==> src/rtl/cnu_6.sv <==
// cnu_6: serial min-sum check-node unit. It collects DEG messages, then emits DEG check-to-variable messages.
// Offset min-sum correction is enabled when the macro CNU_OFFSET_MS_EN is defined.
module cnu_6 #(
    parameter int DW     = 32,
    parameter int DEG    = 6,
    parameter int OFFSET = 1
) (
    input  logic                 clk,
    input  logic                 rst,
    input  logic signed [DW-1:0] Q_in,
    input  logic                 in_valid,
    output logic                 in_ready,
    output logic signed [DW-1:0] R_out,
    output logic [2:0]           R_idx,
    output logic                 out_valid,
    input  logic                 out_ready,
    output logic                 check_ok
);

    // Handshake: a word transfers on a rising edge where valid and ready are both high.
    // valid never depends on ready, and R_out/R_idx hold while out_valid is high and out_ready is low.

    localparam logic [DW-1:0] MAG_MAX = {1'b0, {(DW-1){1'b1}}};
    localparam logic [2:0]    LAST    = 3'(DEG - 1);

`ifdef CNU_OFFSET_MS_EN
    localparam logic [DW-1:0] OFF_AMT = DW'(OFFSET);
`else
    localparam logic [DW-1:0] OFF_AMT = DW'(0 * OFFSET);
`endif

    typedef enum logic {
        COLLECT = 1'b0,
        EMIT    = 1'b1
    } state_t;

    state_t state;
    state_t state_next;

    logic [2:0]     cnt;
    logic [DW-1:0]  min1;
    logic [DW-1:0]  min2;
    logic [2:0]     idx_min1;
    logic [DEG-1:0] signs;
    logic           sgn_tot;

    logic           accept;
    logic           emit_hs;
    logic           sgn_in;
    logic [DW-1:0]  neg_in;
    logic [DW-1:0]  mag_in;

    logic [DW-1:0]        sel_mag;
    logic [DW-1:0]        adj_mag;
    logic                 r_sign;
    logic signed [DW-1:0] r_val;

    always_ff @(posedge clk or posedge rst) begin
        if (rst) begin
            state <= COLLECT;
        end else begin
            state <= state_next;
        end
    end

    always_comb begin
        state_next = state;
        in_ready   = 1'b0;
        out_valid  = 1'b0;
        case (state)
            COLLECT: begin
                in_ready = 1'b1;
                if (in_valid && (cnt == LAST)) begin
                    state_next = EMIT;
                end
            end
            EMIT: begin
                out_valid = 1'b1;
                if (out_ready && (cnt == LAST)) begin
                    state_next = COLLECT;
                end
            end
            default: state_next = COLLECT;
        endcase
    end

    assign accept  = (state == COLLECT) && in_valid;
    assign emit_hs = (state == EMIT) && out_ready;

    // |Q_in| saturates: the most negative input maps to the largest positive magnitude.
    assign sgn_in = Q_in[DW-1];
    assign neg_in = -Q_in;
    assign mag_in = !sgn_in ? Q_in : (neg_in[DW-1] ? MAG_MAX : neg_in);

    always_ff @(posedge clk or posedge rst) begin
        if (rst) begin
            cnt      <= '0;
            min1     <= MAG_MAX;
            min2     <= MAG_MAX;
            idx_min1 <= '0;
            signs    <= '0;
            sgn_tot  <= 1'b0;
            check_ok <= 1'b0;
        end else if (accept) begin
            signs[cnt] <= sgn_in;
            sgn_tot    <= sgn_tot ^ sgn_in;
            // Strict compares keep the earlier edge as idx_min1 on ties.
            if (mag_in < min1) begin
                min2     <= min1;
                min1     <= mag_in;
                idx_min1 <= cnt;
            end else if (mag_in < min2) begin
                min2 <= mag_in;
            end
            if (cnt == LAST) begin
                cnt      <= '0;
                check_ok <= ~(sgn_tot ^ sgn_in);
            end else begin
                cnt <= cnt + 3'd1;
            end
        end else if (emit_hs) begin
            if (cnt == LAST) begin
                cnt      <= '0;
                min1     <= MAG_MAX;
                min2     <= MAG_MAX;
                idx_min1 <= '0;
                signs    <= '0;
                sgn_tot  <= 1'b0;
            end else begin
                cnt <= cnt + 3'd1;
            end
        end
    end

    // The edge holding the minimum sees the second minimum; every other edge sees the minimum.
    always_comb begin
        sel_mag = (cnt == idx_min1) ? min2 : min1;
        adj_mag = (sel_mag > OFF_AMT) ? (sel_mag - OFF_AMT) : '0;
        r_sign  = signs[cnt] ^ sgn_tot;
        r_val   = r_sign ? -$signed(adj_mag) : $signed(adj_mag);
    end

    assign R_out = out_valid ? r_val : '0;
    assign R_idx = out_valid ? cnt : 3'd0;

endmodule

==> config.mk <==
export PLATFORM = sky130hd
export DESIGN_NAME = cnu_6
export DESIGN_NICKNAME = d
export VERILOG_FILES = /design/src/rtl/cnu_6.sv
export SDC_FILE = /design/constraint.sdc
export NUM_CORES = 1
export LEC_CHECK = 0
export ABC_AREA = 1
export CAP_MARGIN = 5
export CORE_UTILIZATION = 59
export DETAILED_ROUTE_END_ITERATION = 12
export PLACE_DENSITY = 0.85
export SLEW_MARGIN = 40
export SYNTH_ARGS = -nofsm -noshare
export SYNTH_HDL_FRONTEND = slang
export SYNTH_SLANG_ARGS = --single-unit
==> constraint.sdc <==
create_clock -name clk -period 3.14 [get_ports clk]
set_input_delay 0.471 -clock clk [delete_from_list [all_inputs] [get_ports clk]]
set_output_delay 0.471 -clock clk [all_outputs]
set_load 0.05 [all_outputs]
==> impl_metrics.py, run 1 <==
metrics = {
    "outcome": {
        "outcome": "stopped before the end",
        "stop_stage": "clock tree synthesis (4_1_cts)",
        "run.stop_error": "[ERROR DPL-0033] detailed placement checks failed during check placement.",
    },
    "cts": {
        "cts-buffers-inserted": 9,
        "clk_path_buf_depth": 2,
        "post_cts.resized_instances": 284,
        "cts.hold.buffers_added": 0,
        "postCtsSetupRepairBufs": 84,
        "htree_num_levels": 3,
        "ctsRootBufferMaster": "clkbuf_16",
        "clkSinkCount": 77,
    },
    "yosys": {
        "ys_seq_area_share_pct": 26.43,
        "mappedNetlistArea_sq_um": 7585,
        "synth_most_common_cell": "nand2_1",
        "synth.area.top_cells": "dfstp_2, nand2_1, ha_1",
        "postSynthRegisterBits": 77,
        "yosysTopAreaCellShare_pct": 21.48,
        "cell_count_after_synthesis": 1158,
        "synthDominantAreaCellType": "dfstp_2",
        "yosys.cell_types.count": 52,
        "synth.net_count": 1256,
        "synth_flop_cell": "dfstp_2",
        "synthesis.yosys.warnings": 0,
        "post_synth_edffs": 0,
        "synth_top_cells_by_count": "nand2_1, inv_1, nand3_1",
        "synth-async-reset-ratio_pct": 100.0,
        "synthesis.area_per_instance_sq_um": 6.550,
    },
    "placed_design": {
        "gp_congestion": 0.9492,
        "hpwlAfterDp_mm": 17.53,
        "port-buffer-count": 73,
    },
    "floorplanning": {
        "initial_core_util_pct": 60.35,
        "die_y_um": 115.4,
        "dieWidth_um": 115.4,
        "fp-row-count": 41,
        "top_level_pins": 74,
    },
}
==> metrics by stage <==
stage,area [sq um],instances,worst slack [ps]
after detailed placement,10000,1492,-1269
after global placement,10000,1492,-1085
after floorplan,7983,1158,-272.1
==> kinds of logic after synthesis <==
group                      share of synthesized area [%]
and+or+nand+nor                                    33.36
DFF                                                26.43
AOI/OAI and AO/OA                                  17.55
adders and majority gates                          10.23
buffers and inverters                              11.07
xor gates and xnor gates                           1.369
==> run 2, diff against run 1 <==
--- a/config.mk
+++ b/config.mk
@@ -7,9 +7,9 @@
 export LEC_CHECK = 0
 export ABC_AREA = 1
 export CAP_MARGIN = 5
-export CORE_UTILIZATION = 59
+export CORE_UTILIZATION = 40
 export DETAILED_ROUTE_END_ITERATION = 12
-export PLACE_DENSITY = 0.85
+export PLACE_DENSITY_LB_ADDON = 0.15
 export SLEW_MARGIN = 40
 export SYNTH_ARGS = -nofsm -noshare
 export SYNTH_HDL_FRONTEND = slang
==> run 2 against run 1 <==
The flow now finishes, with violations (setup timing). Synthesized area is the same. Synthesized cell count unchanged.
==> impl_metrics.py, run 2 <==
metrics = {
    "outcome": {
        "outcome": "complete, but fails checks",
        "failing_checks": "setup timing",
    },
    "grt": {
        "globalRoute.totalOverflow": 0,
        "antenna_violations_before_repair": 0,
        "number_of_global_route_vias_before_repair": 8731,
        "global_route.usage.total_pct": 28.87,
        "grt_pass1_wl_mm": 45.02,
        "grt_max_degree": 46,
    },
    "yosys": {
        "synth_most_common_cell": "nand2_1",
        "postSynthRegisterBits": 77,
        "cell_count_after_synthesis": 1158,
        "mappedNetlistArea_sq_um": 7585,
        "synth.area.top_cells": "dfstp_2, nand2_1, ha_1",
        "post_synth_edffs": 0,
        "yosysTopAreaCellShare_pct": 21.48,
        "yosys.cell_types.count": 52,
        "synth_top_cells_by_count": "nand2_1, inv_1, nand3_1",
        "synthesis.area_per_instance_sq_um": 6.550,
        "synthDominantAreaCellType": "dfstp_2",
        "synth-async-reset-ratio_pct": 100.0,
        "synthesis.yosys.warnings": 0,
        "synth_flop_cell": "dfstp_2",
        "ys_seq_area_share_pct": 26.43,
        "synth.net_count": 1256,
    },
    "setup_path": {
        "worstSetupStartpointType": "input pin",
        "worst-path-max-fanout": 11,
        "reg2reg_depth": 17,
        "crit_required_ps": 3410,
        "r2r_setup_slack_ps": 400,
        "critical_path.reg2reg.startpoint": "min1[19]",
        "critical_path.slowest_cell": "a2111oi_4",
        "critical_path.reg2reg.endpoint": "min2[30]",
        "worst_path_most_repeated_cell": "nand2_1",
        "setup.worst_path.class": "input pin to flip-flop",
        "cp_slowest_stage_delay_ps": 300,
        "endpoint_kind": "flip-flop",
        "critical_path_arrival_ps": 3880,
    },
    "power": {
        "p_leak_nw": 6.345,
        "power_density_nw_per_um2": 1298,
        "ir_drop_mv": 0.5497,
    },
    "drt": {
        "dr_total_vias": 9380,
        "drcViolationCount": 0,
        "route.detailed.wl_per_inst_um": 17.66,
        "antenna_left": 0,
        "drt_wl_total_mm": 29.95,
        "vias_per_cell": 5.531,
        "dr.pass1.iters": 5,
        "drtIter0Drc": 682,
    },
    "min_path": {
        "min-delay-start": "check_ok",
        "worst_hold_path.num_cells": 2,
        "timing.hold.worst.class": "flip-flop to flip-flop",
        "hold_ep": "check_ok",
    },
    "cells_and_area": {
        "biggestRegsByFlops": "min1: 31 flops, min2: 31 flops, signs: 6 flops",
        "commonest_non_fill_non_tap_cells_in_the_layout": "nand2_1, buf_4, inv_1",
        "mostFrequentLayoutCell": "nand2_1",
        "antennaDiodeCount": 0,
        "area_growth_syn_to_layout_pct": 74.28,
        "fin_cells": 1696,
        "nNetsFinal": 1560,
        "final_layout_size_suffix_gt1_share_pct": 50.10,
    },
    "cts": {
        "cts-buffers-inserted": 9,
        "ctsRootBufferMaster": "clkbuf_16",
        "worst_skew_pair.late_latency_ps": 350,
        "clk_path_buf_depth": 2,
        "htree_num_levels": 3,
        "cts_tree": "yes",
        "clkSinkCount": 77,
        "clk_pin_slew_ps": 70,
    },
    "sta": {
        "timing.fmax_mhz": 277.0,
        "worstMarginPinSlew_ps": 600.3,
        "timing.slew.headroom_pct": 59.98,
        "fin_crit_sh_pct": 115.0,
        "timing.final.hold_violations": 0,
        "timing.final.crit_period_ps": 3610,
        "setup_viol": 91,
        "finalSetupTns_ps": -30230,
        "worst_case_hold_slack_ps": 484.1,
        "maxSlewViolCount": 0,
        "grt_setup_unrepaired": "true",
        "worst_clock_skew_ps": 9.285,
        "postLayoutSetupSlackWorst_ps": -470.4,
    },
    "floorplanning": {
        "dieWidth_um": 139.7,
        "die_y_um": 139.7,
        "placeableCoreArea_sq_um": 18270,
        "design.die.area_sq_um": 19520,
        "fp-row-count": 49,
        "initial_core_util_pct": 41.51,
        "top_level_pins": 74,
    },
    "placed_design": {
        "gp_congestion": 0.9463,
        "place_ws_ps": -1416,
        "port-buffer-count": 73,
        "dpl.cell_count": 1592,
        "hpwlAfterDp_mm": 18.28,
    },
    "job": {
        "timing.max_cap.violations": 0,
    },
}
-- run 2: through the flow --
stage,util (%),instance area [sq um],power (mW)
6_report,72.35,13220,17.16
3_5_place_dp,56.86,10390,11.95
3_3_place_gp,56.86,10390,11.81
4_1_cts,66.18,12090,15.24
5_1_grt,72.35,13220,18.05
2_1_floorplan,-,7983,8.429
-- run 2: logic make-up after synthesis --
logic type      Yosys count  synth area share, %
compound gates          230                17.55
xor+xnor                 11                1.369
fa+ha+maj                62                10.23
buf+inv                 192                11.07
flops                    77                26.43
simple gates            586                33.36
-- run 2: worst max-delay path: cells and delay by family --
kind | cells | cell delay, ps
fa+ha+maj | 2 | 390
simple gates | 16 | 1410
buf+inv | 8 | 1020
compound gates | 4 | 560
-- run 2: final cells by class --
cell class                 count  area (sq um)
clock buffer                   9         225.2
clock inverter                 7         66.31
fill                        1328          5051
inverter                     140         559.3
multi-input combinational    889          6457
sequential                    77          2004
tap                          229         286.5
timing repair buffer         345          3620
-- run 2: power breakdown --
group	internal, mW	switching, mW	total [mW]	leakage, nW
logic	6.02	7.86	13.9	5.36
clock network	0.610	0.443	1.05	0.136
registers	1.76	0.462	2.23	0.847
-- run 2: layer usage --
| layer | track usage (%) | vias up | share of wire, % |
|---|---|---|---|
| met5 | 0 | - | 0 |
| met4 | 9.312 | 0 | 4.3 |
| met3 | 4.852 | 111 | 7.7 |
| met2 | 47.53 | 482 | 47 |
| met1 | 38.36 | 4337 | 41 |
| li1 | - | 4450 | - |
-- run 2: repair_timing --
item	in CTS	in global routing
setup endpoints to repair	94	95
resized for setup	195	240
hold buffers	0	0
buffers inserted	53	29
gates cloned	9	1
pin swaps	78	112
-- run 2: how the worst max path moves through the flow --
stage             from       end  cells after the start
2_1_floorplan  Q_in[0]  min1[21]                     25
3_3_place_gp   Q_in[0]  min2[16]                     26
3_5_place_dp   Q_in[0]  min2[16]                     26
4_1_cts        Q_in[0]  min2[15]                     26
5_1_grt        Q_in[4]  min2[13]                     26
6_report       Q_in[0]  min2[30]                     30
No activity file was read; power rests on OpenSTA's default activity.
